--- config.mk ---
export PLATFORM = sky130hd
export DESIGN_NAME = bit_packer
export DESIGN_NICKNAME = d
export VERILOG_FILES = /design/src/rtl/bit_packer.sv
export SDC_FILE = /design/constraint.sdc
export NUM_CORES = 1
export LEC_CHECK = 0
export CORE_MARGIN = 10
export CORE_UTILIZATION = 38
export DETAILED_ROUTE_END_ITERATION = 12
export PLACE_DENSITY_LB_ADDON = 0.12
export SLEW_MARGIN = 25
export SYNTH_ARGS = -nofsm -noshare
export SYNTH_HDL_FRONTEND = slang
export SYNTH_SLANG_ARGS = --single-unit
export TNS_END_PERCENT = 100
--- constraint.sdc ---
create_clock -name clk -period 3.4 [get_ports clk]
set_input_delay 1.02 -clock clk [delete_from_list [all_inputs] [get_ports clk]]
set_output_delay 1.02 -clock clk [all_outputs]
set_load 0.01 [all_outputs]
--- src/rtl/bit_packer.sv ---
// bit_packer: collects a serial bit stream into BITS_WIDTH-bit words and hands
// them to the encoder through a 2-entry valid/ready FIFO. A start-of-frame
// strobe realigns word boundaries; an abandoned partial word is reported with
// a one-cycle partial_drop pulse.
// Build option: define BITPACK_MSB_FIRST_EN for MSB-first packing (the first
// accepted bit of a word lands in the top bit). Default is LSB-first.
// All outputs come straight from flops; bit_ready is computed from next-state
// values so it has no combinational path from data_ready.
module bit_packer #(
  parameter int BITS_WIDTH = 5,
  parameter int CNT_WIDTH  = 3
) (
  input  logic                  clk,
  input  logic                  rst,
  input  logic                  bit_in,
  input  logic                  bit_valid,
  input  logic                  bit_sof,
  output logic                  bit_ready,
  output logic [BITS_WIDTH-1:0] data,
  output logic                  data_valid,
  input  logic                  data_ready,
  output logic                  partial_drop
);

  localparam logic [CNT_WIDTH-1:0] LAST_CNT = CNT_WIDTH'(BITS_WIDTH - 1);
  localparam logic [CNT_WIDTH-1:0] ONE_CNT  = CNT_WIDTH'(1);
  localparam logic [CNT_WIDTH-1:0] ZERO_CNT = {CNT_WIDTH{1'b0}};
  localparam logic [BITS_WIDTH-1:0] ZERO_W  = {BITS_WIDTH{1'b0}};

  // Word assembly state
  logic [CNT_WIDTH-1:0]  cnt_q, cnt_d;
  logic [BITS_WIDTH-1:0] shreg_q, shreg_d;

  // FIFO state
  logic [BITS_WIDTH-1:0] mem_q [2];
  logic [BITS_WIDTH-1:0] mem_d [2];
  logic                  wr_ptr_q, wr_ptr_d;
  logic                  rd_ptr_q, rd_ptr_d;
  logic [1:0]            occ_q, occ_d;

  // Registered outputs
  logic [BITS_WIDTH-1:0] data_q, data_d;
  logic                  data_valid_q, data_valid_d;
  logic                  bit_ready_q, bit_ready_d;
  logic                  drop_q, drop_d;

  // Handshake and datapath helpers
  logic                  accept_s;
  logic                  push_s;
  logic                  pop_s;
  logic [CNT_WIDTH-1:0]  bit_idx_s;
  logic [CNT_WIDTH-1:0]  pos_s;
  logic [BITS_WIDTH-1:0] word_s;

  // Handshakes and the word formed by merging the incoming bit
  always_comb begin
    accept_s  = bit_valid && bit_ready_q;
    pop_s     = data_valid_q && data_ready;
    // A sof bit always starts a fresh word at index 0.
    bit_idx_s = bit_sof ? ZERO_CNT : cnt_q;
`ifdef BITPACK_MSB_FIRST_EN
    pos_s     = LAST_CNT - bit_idx_s;
`else
    pos_s     = bit_idx_s;
`endif
    word_s    = (bit_sof ? ZERO_W : shreg_q) | (BITS_WIDTH'(bit_in) << pos_s);
    // A sof bit can never complete a word since BITS_WIDTH >= 2.
    push_s    = accept_s && !bit_sof && (cnt_q == LAST_CNT);
  end

  // Bit counter, shift register and partial-drop detection
  always_comb begin
    cnt_d   = cnt_q;
    shreg_d = shreg_q;
    drop_d  = 1'b0;
    if (accept_s) begin
      if (bit_sof) begin
        drop_d  = (cnt_q != ZERO_CNT);
        cnt_d   = ONE_CNT;
        shreg_d = word_s;
      end else if (cnt_q == LAST_CNT) begin
        cnt_d   = ZERO_CNT;
        shreg_d = ZERO_W;
      end else begin
        cnt_d   = cnt_q + ONE_CNT;
        shreg_d = word_s;
      end
    end else begin
      cnt_d   = cnt_q;
      shreg_d = shreg_q;
    end
  end

  // FIFO pointers, storage and occupancy
  always_comb begin
    mem_d[0] = mem_q[0];
    mem_d[1] = mem_q[1];
    wr_ptr_d = wr_ptr_q;
    rd_ptr_d = rd_ptr_q;
    occ_d    = occ_q;
    if (push_s) begin
      mem_d[wr_ptr_q] = word_s;
      wr_ptr_d        = ~wr_ptr_q;
    end else begin
      wr_ptr_d = wr_ptr_q;
    end
    if (pop_s) begin
      rd_ptr_d = ~rd_ptr_q;
    end else begin
      rd_ptr_d = rd_ptr_q;
    end
    case ({push_s, pop_s})
      2'b10:   occ_d = occ_q + 2'd1;
      2'b01:   occ_d = occ_q - 2'd1;
      default: occ_d = occ_q;
    endcase
  end

  // Next values of the registered outputs
  always_comb begin
    data_valid_d = (occ_d != 2'd0);
    // data keeps its last value once the FIFO drains.
    if (occ_d != 2'd0) begin
      data_d = mem_d[rd_ptr_d];
    end else begin
      data_d = data_q;
    end
    // Only the word-completing bit is refused, and only when there is no room.
    bit_ready_d = !((occ_d == 2'd2) && (cnt_d == LAST_CNT));
  end

  // State and output registers with asynchronous reset
  always_ff @(posedge clk or posedge rst) begin
    if (rst) begin
      cnt_q        <= ZERO_CNT;
      shreg_q      <= ZERO_W;
      mem_q[0]     <= ZERO_W;
      mem_q[1]     <= ZERO_W;
      wr_ptr_q     <= 1'b0;
      rd_ptr_q     <= 1'b0;
      occ_q        <= 2'd0;
      data_q       <= ZERO_W;
      data_valid_q <= 1'b0;
      bit_ready_q  <= 1'b1;
      drop_q       <= 1'b0;
    end else begin
      cnt_q        <= cnt_d;
      shreg_q      <= shreg_d;
      mem_q[0]     <= mem_d[0];
      mem_q[1]     <= mem_d[1];
      wr_ptr_q     <= wr_ptr_d;
      rd_ptr_q     <= rd_ptr_d;
      occ_q        <= occ_d;
      data_q       <= data_d;
      data_valid_q <= data_valid_d;
      bit_ready_q  <= bit_ready_d;
      drop_q       <= drop_d;
    end
  end

  assign bit_ready    = bit_ready_q;
  assign data         = data_q;
  assign data_valid   = data_valid_q;
  assign partial_drop = drop_q;

endmodule
Yosys cells after proc, flatten, opt, wreduce, memory -nomap -nowiden
Cells that the tools add are included.
{"block": "totals", "output_inout_bits": 8, "wordCells": 56, "ff_bits": 30, "input_bits": 6}
{"block": "classes", "shifts": 1, "bitwise_logic": 5, "n_reduce_logical": 10, "n_eq_ne": 5, "n_addsub": 3, "order_cmp": 3, "n_mux": 18}
{"cell": "5-bit two-way mux", "count": 7}
{"cell": "3-bit two-way mux", "count": 4}
{"cell": "10-bit bitwise mux", "count": 1}
{"cell": "10-bit two-way mux", "count": 1}
{"cell": "3-bit equality test (second input constant)", "count": 2}
{"cell": "1-bit logical AND", "count": 6}
{"cell": "5-bit demux with 1-bit select", "count": 1}
{"cell": "5-bit OR", "count": 1}
{"cell": "1-bit by 3-bit left shift with 5-bit output", "count": 1}
{"cell": "2-bit equality test (second input constant)", "count": 2}
{"cell": "2-bit greater-or-equal comparator (second input constant)", "count": 2}
{"cell": "1-bit NOT with 2-bit output", "count": 2}
{"cell": "2-bit case mux with 2 select lines", "count": 1}
{"cell": "3-bit by 1-bit adder with 3-bit output (second input constant)", "count": 1}
{"cell": "1-bit two-way mux", "count": 3}
{"cell": "3-bit nonzero test", "count": 1}
{"cell": "2-bit by 1-bit adder with 2-bit output (second input constant)", "count": 1}
{"cell": "2-bit by 1-bit equality test with 1-bit output (second input constant)", "count": 1}
{"cell": "1-bit logical NOT", "count": 2}
{"cell": "2-bit by 1-bit < comparator with 1-bit output (second input constant)", "count": 1}
{"cell": "1-bit NOT", "count": 2}
{"cell": "2-bit nonzero test", "count": 1}
{"cell": "2-bit by 1-bit subtractor with 2-bit output (second input constant)", "count": 1}

Logic depth before layout (Yosys ltp)
{"block": "logic_depth", "depth_word": 10, "depth_mapped": 10}

Worst setup path before layout
No wires, ideal clock.
{"block": "synth_timing", "path_type": "input port to flip-flop", "from": "in bit_sof", "to": "reg data_q[2], in the netlist data[2]", "path_slack_ns": 0.300, "arrival_time_ns": 2.974, "setup_ns": 0.126, "required_time_ns": 3.274, "stages": 9, "cell_sequence": "buf_6 and4b_1 buf_2 nand2_1 ha_1 nand2b_1 o22ai_1 nor2_1 a221o_1"}
{"block": "synth_via", "elab_chain_cells": 8}
{"item": "from (decl)", "line": "17", "source": "input logic bit_sof,"}
{"item": "3-bit two-way mux", "line": "60", "source": "bit_idx_s = bit_sof ? ZERO_CNT : cnt_q;"}
{"item": "1-bit by 3-bit left shift with 5-bit output", "line": "66", "source": "word_s = (bit_sof ? ZERO_W : shreg_q) | (BITS_WIDTH'(bit_in) << pos_s);"}
{"item": "5-bit OR", "line": "66"}
{"item": "10-bit bitwise mux", "line": "102", "source": "mem_d[wr_ptr_q] = word_s;"}
{"item": "10-bit two-way mux", "line": "101", "source": "if (push_s) begin"}
{"item": "5-bit two-way mux (implied by the code) (3 in a row)", "line": "124", "source": "data_d = mem_d[rd_ptr_d];"}
{"item": "to (signal assigned)", "line": "154", "source": "data_q <= data_d;"}
{"item": "to (decl)", "line": "42", "source": "logic [BITS_WIDTH-1:0] data_q, data_d;"}
Parallel ways exist; a longest one is shown, timed or not. The select of a mux whose other input is x is not followed.
A chain may end at the register's enable or synchronous reset.

Worst setup path after layout
{"block": "layout_timing", "from": "in bit_valid", "to": "reg data_q[2], in the netlist data[2]"}
{"block": "layout_via", "elab_chain_cells": 7}
{"item": "from (decl)", "line": "16", "source": "input logic bit_valid,"}
{"item": "1-bit logical AND *", "line": "57", "source": "accept_s = bit_valid && bit_ready_q;"}
{"item": "1-bit logical AND * (2 in a row)", "line": "68", "source": "push_s = accept_s && !bit_sof && (cnt_q == LAST_CNT);"}
{"item": "10-bit two-way mux", "line": "101"}
{"item": "5-bit two-way mux (implied by the code) (3 in a row)", "line": "124"}
Mark *: on every way between the ends. The rest lies on a longest branch, timed or not. The select of a mux whose other input is x is not followed.

==> results.json <==
{
  "status": "finished clean",
  "insertion_delay_ns": 0.29,
  "io_buffers": 13,
  "antenna_found_initial": 0,
  "yosysMostFrequentCell": "dfrtp_1",
  "synth_seq_cells": 30,
  "grt_max_degree": 18,
  "pwr-share-seq_pct": 42.5,
  "fin_crit_sh_pct": 86.99,
  "cp_num_buf_inv": 1,
  "sw_frac_of_total_pct": 34.95,
  "tritoncts": "yes",
  "core_um2": 3633,
  "worstPathArrival_ns": 3.12,
  "p_total_w": 0.001327,
  "rsz0062_at_grt": "no",
  "min_from": "data[0]$_DFFE_PP0P_",
  "start_kind": "input port",
  "syn_to_final_growth_pct": 20.54,
  "cp-startpoint": "bit_valid",
  "wl_um": 3330,
  "cts.htree.levels": 2,
  "combPwrFrac_pct": 35.0,
  "viasPerCell": 5.444,
  "slew_headroom_pct": 62.23,
  "place_ws_ns": 0.1307,
  "final.setup.tns_ns": 0,
  "syn_area_um2": 1425,
  "worstPathRequired_ns": 3.57,
  "cts_buffers": 5,
  "cp_top_family": "simple AND/OR/NAND/NOR gates",
  "drc": 0,
  "grt_pass1_vias": 1214,
  "dpl.hpwl_um": 2343,
  "synth_top_cell_by_area": "dfrtp_1",
  "dieArea_um2": 6600,
  "maxCapViolCount": 0,
  "synth_top_area_share_pct": 50.92,
  "vias": 1127,
  "cts_resized": 0,
  "finalHoldViolCount": 0,
  "grt_usage_pct": 11.81,
  "yosys-top-cells-count": "dfrtp_1 (29), nand2_1 (13), a31oi_1 (12), a21oi_1 (11), inv_1 (9)",
  "critPathSlowestCell": "clkdlybuf4s50_1",
  "synth.avg_cell_area_um2": 10.40,
  "synth_area_leaders": "dfrtp_1 (51%), a31oi_1 (5.3%), a21oi_1 (3.9%), nand2_1 (3.4%), a221o_1 (2.8%)",
  "worst-setup-path-type": "input port to register",
  "postSynthCellCount": 137,
  "diodes": 0,
  "fin_nets": 167,
  "clock-sinks": 30,
  "drv_slew": 0,
  "routabilityCongestion": 0.8237,
  "reg2reg_setup_slack_ns": 0.84,
  "drtIter0Drc": 66,
  "p_sw_w": 0.0004636,
  "hold_class": "register to register",
  "die_x_um": 81.24,
  "timing.rr.start": "cnt_q[0]$_DFF_PP0_",
  "clockBufferDepth": 2,
  "p_per_area_nw_per_um2": 772.2,
  "io_pins": 14,
  "dpl_cell_area_um2": 1627,
  "dr.pass1.iters": 4,
  "drtAntennaViolNets": 0,
  "tightest_slew_ns": 0.5665,
  "ctsHoldBuffers": 0,
  "peakVddDrop_mv": 0.4123,
  "clkPwrFrac_pct": 22.5,
  "cp_slowest_stage_delay_ns": 0.48,
  "yosysSeqAreaShare_pct": 52.77,
  "routedWlPerCell_um": 16.09,
  "p_leak_nw": 0.7517,
  "setup_viol": 0,
  "synth-main-ff-cell": "dfrtp_1",
  "cts_setup_buffers": 0,
  "drive_above_1_share_pct": 11.32,
  "rows": 22,
  "finalWorstSetupSlack_ns": 0.4422,
  "initial_core_util_pct": 39.22,
  "fin_skew_ns": 0.008423,
  "synth_nets": 146,
  "clk_pin_slew_ns": 0.06,
  "min_period_ns": 2.958,
  "grt_pass1_wl_um": 5954,
  "critPathCaptureType": "register",
  "internal-power_w": 0.0008629,
  "fmax_mhz": 338.1,
  "cts-root-buf": "clkbuf_8",
  "grt-ovfl-total": 0,
  "postLayoutCoreUtil_pct": 47.28,
  "synth_edf_count": 0,
  "cp_cell_sequence": "clkdlybuf4s50_1 -> and4b_1 -> nand2_1 -> ha_1 -> nand2b_1 -> o22ai_1 -> nor2_1 -> a221o_1",
  "synth_cell_types": 38,
  "final_area_um2": 1718,
  "critPathMaxFanout": 4,
  "async_flop_share_pct": 100.0,
  "yosysWarnings": 0,
  "chipHeight_um": 81.24
}
-- kinds of logic (layout without fill, tap and decap cells) --
logic type	count (synthesis)	count (layout)	share of synthesized area, %
AO/OA/AOI/OAI	46	46	21.95
XOR/XNOR	4	4	2.459
adder cells (fa/ha/maj)	3	3	2.634
buffers and inverters	15	37	5.267
flip-flops	30	30	52.77
AND/OR/NAND/NOR	39	39	14.93
-- worst min-delay path, cell delays in order (launching register included) --
cell,delay (ns)
dfrtp_1,0.34
nand2_1,0.05
o41ai_1,0.05
-- layout by cell type, fill, tap and decap left out, drive strengths merged, types with 3 or more instances in the layout --
cell           count
dfrtp             29
nand2             13
clkdlybuf4s50     13
a31oi             12
a21oi             11
inv                9
nor2               8
buf                7
clkbuf             7
o21ai              6
and2               5
a221o              4
xnor2              3
ha                 3
nor3               3
-- stage by stage --
step	cells	hold WS, ns
after global routing	207	0.5237
after CTS	207	0.4813
after floorplan	137	0.4407
final	207	0.4778
after detailed placement	199	0.4575
after global placement	199	0.4579
-- flip-flops by register name, summed over array words and instances (netlist names), 2 cells and up --
| signal | flops |
|---|---|
| cnt_q | 3 |
| data | 5 |
| mem_q | 10 |
| occ_q | 2 |
| shreg_q | 5 |
-- final cells by class --
class / count / area (µm²)
Clock inverter: 1 / 5.005
Timing Repair Buffer: 20 / 182.7
Clock buffer: 7 / 86.33
Fill cell: 352 / 1916
Multi-Input combinational cell: 92 / 598.1
Tap cell: 48 / 60.06
Sequential cell: 30 / 752.0
Inverter: 9 / 33.78
-- worst paths after layout --
check	to	cells past startpoint
min	data[0]$_DFFE_PP0P_	2
min reg2reg	data[0]$_DFFE_PP0P_	2
max	data[2]$_DFFE_PP0P_	8
min in group asynchronous	occ_q[1]$_DFF_PP0_	2
max in group asynchronous	mem_q[5]$_DFF_PP0_	3
max reg2reg	data[2]$_DFFE_PP0P_	9
-- power groups by stage --
| stage | Combinational, W | Clock, W | Sequential [W] |
|---|---|---|---|
| detailed placement | 0.000463 | 0 | 0.000567 |
| finish | 0.000464 | 0.000299 | 0.000564 |
| CTS | 0.000468 | 0.000309 | 0.000561 |
| global route | 0.000529 | 0.000324 | 0.000584 |
| global placement | 0.000455 | 0 | 0.000567 |
| floorplan | 0.000316 | 0 | 0.000542 |
-- layer usage --
metal,global-route usage (%),share of wire [%],vias up
met3,5.077,6.1,5
met4,5.709,2.1,0
met5,0,0,-
met2,17.52,46,21
met1,14.42,46,559
li1,-,-,542
(Power assumes the default switching activity.)
